$ cat src/rtl/weight_buffer_loader.sv
// Write-side feeder for the weight buffer: turns a DDR beat stream into per-group
// BRAM writes (shared data/row address, one-hot-group write enable), row by row.
module weight_buffer_loader #(
  parameter int X_PE         = 16,
  parameter int X_MESH       = 16,
  parameter int ADDR_LEN     = 16,
  parameter int DATA_LEN     = 64,
  parameter int DDR_DATA_LEN = 256,
  parameter int BUFFER_NUM   = 8 * X_PE * X_MESH / DATA_LEN,
  parameter int LANES        = DDR_DATA_LEN / DATA_LEN,
  parameter int GROUPS       = BUFFER_NUM / LANES
) (
  input  logic                    clk,
  input  logic                    rst_n,
  input  logic                    cfg_start,
  input  logic [ADDR_LEN-1:0]     cfg_base_addr,
  input  logic [ADDR_LEN:0]       cfg_rows,
  input  logic [DDR_DATA_LEN-1:0] ddr_data,
  input  logic                    ddr_valid,
  output logic                    ddr_ready,
  output logic [DDR_DATA_LEN-1:0] data_wr,
  output logic [ADDR_LEN-1:0]     wr_addr,
  output logic [BUFFER_NUM-1:0]   wr_en,
  output logic                    busy,
  output logic                    done
);

  localparam int GRP_W = (GROUPS > 1) ? $clog2(GROUPS) : 1;

  typedef enum logic [1:0] {S_IDLE, S_LOAD, S_DONE} state_t;

  state_t                r_state;
  state_t                w_state_nxt;
  logic [GRP_W-1:0]      r_grp;
  logic [ADDR_LEN-1:0]   r_row_addr;
  logic [ADDR_LEN:0]     r_rows_left;
  logic                  w_accept;
  logic                  w_grp_last;
  logic                  w_last_beat;
  logic [BUFFER_NUM-1:0] w_en_mask;

  assign w_accept    = ddr_valid && (r_state == S_LOAD);
  assign w_grp_last  = (r_grp == GRP_W'(GROUPS - 1));
  assign w_last_beat = w_accept && w_grp_last && (r_rows_left == (ADDR_LEN+1)'(1));

  always_comb begin
    w_en_mask = '0;
    w_en_mask[int'(r_grp) * LANES +: LANES] = '1;
  end

  always_ff @(posedge clk or negedge rst_n) begin
    if (!rst_n) r_state <= S_IDLE;
    else        r_state <= w_state_nxt;
  end

  // Handshake and status are decoded from state alone, so ready never depends on valid.
  always_comb begin
    w_state_nxt = r_state;
    ddr_ready   = 1'b0;
    busy        = 1'b1;
    done        = 1'b0;
    case (r_state)
      S_IDLE: begin
        busy = 1'b0;
        if (cfg_start)
          w_state_nxt = (cfg_rows == '0) ? S_DONE : S_LOAD;
      end
      S_LOAD: begin
        ddr_ready = 1'b1;
        if (w_last_beat) w_state_nxt = S_DONE;
      end
      S_DONE: begin
        done        = 1'b1;
        w_state_nxt = S_IDLE;
      end
      default: w_state_nxt = S_IDLE;
    endcase
  end

  always_ff @(posedge clk or negedge rst_n) begin
    if (!rst_n) begin
      r_grp       <= '0;
      r_row_addr  <= '0;
      r_rows_left <= '0;
    end else if (r_state == S_IDLE) begin
      if (cfg_start) begin
        r_grp       <= '0;
        r_row_addr  <= cfg_base_addr;
        r_rows_left <= cfg_rows;
      end
    end else if (w_accept) begin
      if (w_grp_last) begin
        r_grp       <= '0;
        r_row_addr  <= r_row_addr + 1'b1;
        r_rows_left <= r_rows_left - 1'b1;
      end else begin
        r_grp <= r_grp + 1'b1;
      end
    end
  end

  // Write port: one cycle behind the accepted beat; data/address hold between writes.
  always_ff @(posedge clk or negedge rst_n) begin
    if (!rst_n) begin
      data_wr <= '0;
      wr_addr <= '0;
      wr_en   <= '0;
    end else begin
      wr_en <= w_accept ? w_en_mask : '0;
      if (w_accept) begin
        data_wr <= ddr_data;
        wr_addr <= r_row_addr;
      end
    end
  end

endmodule

$ cat config.mk
export PLATFORM = sky130hd
export DESIGN_NAME = weight_buffer_loader
export DESIGN_NICKNAME = d
export VERILOG_FILES = /design/src/rtl/weight_buffer_loader.sv
export SDC_FILE = /design/constraint.sdc
export NUM_CORES = 1
export LEC_CHECK = 0
export CORE_AREA = 2 2 234 236
export DETAILED_ROUTE_END_ITERATION = 16
export DIE_AREA = 0 0 236 238
export PLACE_DENSITY = 0.61
export RECOVER_POWER = 100
export SKIP_CTS_REPAIR_TIMING = 1
export SYNTH_ARGS = -nofsm -noshare
export SYNTH_HDL_FRONTEND = slang
export SYNTH_SLANG_ARGS = --single-unit
$ cat constraint.sdc
create_clock -name clk -period 2.5 [get_ports clk]
set_clock_uncertainty 0.15 [all_clocks]
set_input_delay 0.5 -clock clk [delete_from_list [all_inputs] [get_ports clk]]
set_output_delay 0.5 -clock clk [all_outputs]
set_load 0.02 [all_outputs]
==> results.sh <==
export IMPL_critical_path_max_fanout=6
export IMPL_synth_seq_cells=318
export IMPL_setup_violations=0
export IMPL_worst_pin_slew_ns=1.16
export IMPL_r2r_end="r_rows_left[13]$_DFFE_PN0P_"
export IMPL_place_congestion=0.873
export IMPL_drive_above_1_share=0.0520
export IMPL_status="finished, final reports clean"
export IMPL_irDropWorstVdd_mv=0.747
export IMPL_clkSinkCount=318
export IMPL_synth_lib_cells_used_distinct=59
export IMPL_synth_enable_flop_cells=0
export IMPL_cts_htree_levels=2
export IMPL_nFillCells=5312
export IMPL_post_route_min_period_ns=2.37
export IMPL_relSlewSlack=0.229
export IMPL_worstHoldPathCells=2
export IMPL_clock_fmax_ghz=0.422
export IMPL_async_flop_share=1.00
export IMPL_fin_nets=2372
export IMPL_synth_top_family_by_area="simple AND/OR/NAND/NOR gates"
export IMPL_hold_path_endpoint="data_wr[192]$_DFFE_PN0P_"
export IMPL_synthAdderAreaFrac=0.00860
export IMPL_syn_area_per_cell_um2=8.80
export IMPL_crit_required_ns=2.81
export IMPL_synthMuxAreaShare=0.00153
export IMPL_grt_start_max_net_pins=110
export IMPL_synth_area_leaders="dfrtp_1, nand2_1, clkbuf_1"
export IMPL_antenna_left=0
export IMPL_final_hold_viol_count=0
export IMPL_synth_nets=1791
export IMPL_antenna_found_initial=1
export IMPL_antenna_cells=0
export IMPL_critPathCaptureType="flop"
export IMPL_rsz0062_at_grt="no"
export IMPL_hold_path_startpoint="data_wr[192]$_DFFE_PN0P_"
export IMPL_min_path_type="reg -> reg"
export IMPL_cts_tree="built"
export IMPL_clk_latency_ns=0.54
export IMPL_synthCells=1489
export IMPL_arrival_ns=2.68
export IMPL_core_um2=53500
export IMPL_wl_mm=46.2
export IMPL_final_common_cell="nand2_1"
export IMPL_fin_area_um2=21100
export IMPL_pin_count=600
export IMPL_die_h_um=238
export IMPL_ys_warn_count=0
export IMPL_drcViolationCount=0
export IMPL_seqCellArea_um2=7960
export IMPL_num_rows=85
export IMPL_grt_pass1_vias=12400
export IMPL_ys_flop_type="dfrtp_1"
export IMPL_synth_xor_area_share=0
export IMPL_initial_core_util=0.245
export IMPL_ys_seq_area_frac=0.607
export IMPL_fin_crit_sh=0.947
export IMPL_drv_slew=0
export IMPL_placedInstanceArea_um2=20000
export IMPL_syn2layout_area_growth_pct=61.2
export IMPL_dr_first_iter_drc_count=787
export IMPL_clkTransAtPathRegs_ns=0.06
export IMPL_synth_compound_area_share=0.0498
export IMPL_synth_top_cell_area_share=0.607
export IMPL_powerDensity_nw_per_um2=1300
export IMPL_drtPass1Iterations=6
export IMPL_cts_buffer_depth=3
export IMPL_cts_made_buffers=38
export IMPL_via_count=12200
export IMPL_rr_worst_depth=4
export IMPL_mostFrequentLayoutCells="nand2_1, dfrtp_1, dlygate4sd3_1"
export IMPL_critPathLaunchType="flop"
export IMPL_dieArea_um2=56200
export IMPL_rrSetupSlack_ns=0.13
export IMPL_viasPerCell=4.36
export IMPL_p_leak_nw=10.3
export IMPL_track_usage=0.161
export IMPL_multi_input_area_um2=4580
export IMPL_dp_hpwl_mm=34.2
export IMPL_cap_violations=0
export IMPL_synth_simple_area_share=0.289
export IMPL_overflow=0
export IMPL_wl_per_cell_um=16.5
export IMPL_yosys_area_top_type="dfrtp_1"
export IMPL_syn_area_um2=13100
export IMPL_grt_pass1_wl_mm=71.4
export IMPL_crit_start="r_rows_left[8]$_DFFE_PN0P_"
export IMPL_die_x_um=236
export IMPL_clockRootBuffer="clkbuf_16"
export IMPL_io_buffers=599
export IMPL_tns_ns=0
export IMPL_critPathKind="reg -> reg"
export IMPL_r2r_start="r_rows_left[8]$_DFFE_PN0P_"
==> kinds of logic (layout without fill, tap and decap cells) <==
| family | count (synthesis) | in the layout |
|---|---|---|
| adders and majority gates | 9 | 9 |
| buffers and inverters | 115 | 722 |
| DFF | 318 | 318 |
| and+or+nand+nor | 944 | 944 |
| AOI/OAI and AO/OA | 101 | 101 |
| muxes | 2 | 2 |
==> cells in the mapped netlist (2+ instances only) <==
cell       count
a22oi_1        2
a2bb2oi_1      5
nor3_1        10
nor4b_1        2
inv_1          8
a31oi_1        6
nor4bb_1       2
buf_4         24
or3_1          4
or4_4          3
o21ai_0       22
or4_1          6
and2_1         3
dfrtp_1      318
clkbuf_1      58
buf_2         22
nor4_1         7
o31ai_1        2
o22a_1         8
o22ai_1        3
nor2b_1        4
ha_1           9
a22o_1         2
nand4b_1       2
nand3_1       10
nor2_1        28
o21a_1         2
and3_1        12
nand2_1      831
o2bb2ai_1      2
nand4_1       11
mux2i_1        2
a21oi_1       32
o32ai_1        2
==> through the flow <==
step           std cells  hold WS [ns]  total power [W]  utilization  setup WS, ns
2_1_floorplan       1489        0.0544           0.0157            -         0.279
3_3_place_gp        2725         0.306           0.0224        0.373        0.0214
3_5_place_dp        2725         0.311           0.0226        0.373        0.0104
4_1_cts             2791        -0.234           0.0287        0.398        -0.183
5_1_grt             2792         0.309           0.0292        0.395        0.0551
6_report            2792         0.314           0.0274        0.395         0.132
==> registers in the layout, summed over array words and instances, names as in the netlist <==
signal       flops
r_grp            3
r_state          2
r_rows_left     17
r_row_addr      16
wr_en            8
wr_addr         16
data_wr        256
==> per-layer routing <==
metal,routed length [um],up-vias,part of all wire,track usage
met5,9,-,0.00019,0
met4,1260,2,0.027,0.0515
met3,3930,69,0.085,0.0562
met2,22600,464,0.49,0.270
met1,18400,5775,0.40,0.192
li1,-,5865,-,-
==> worst max path at each step <==
stage / cells past startpoint / to / slack [ns]
after detailed placement: 6 / r_rows_left[15]$_DFFE_PN0P_ / 0.01
after global routing: 8 / r_row_addr[7]$_DFFE_PN0P_ / 0.06
after CTS: 2 / ddr_ready / -0.18
after global placement: 6 / r_rows_left[15]$_DFFE_PN0P_ / 0.02
after floorplan: 4 / r_rows_left[13]$_DFFE_PN0P_ / 0.28
final: 4 / r_rows_left[13]$_DFFE_PN0P_ / 0.13
==> layout make-up <==
class	instances	share of cell area
Clock buffer	51	0.0517
Tap cell	696	0.0412
Inverter	8	0.00142
Clock inverter	15	0.0111
Multi-Input combinational cell	1056	0.217
Timing Repair Buffer	648	0.301
Sequential cell	318	0.377
==> critical path, cell delays in order (launching register included) <==
cell and delay, ns:
dfrtp_1 0.43, or4_1 0.57, or4_4 0.58, or4_1 0.48
nand3_1 0.09
==> report_power, final <==
part	total (W)	leakage (nW)	switching (W)	internal, W
Sequential	0.00911	3.90	0.00154	0.00757
Combinational	0.0124	5.79	0.00734	0.00501
Clock	0.00589	0.654	0.00222	0.00368
(Power assumes the default switching activity.)
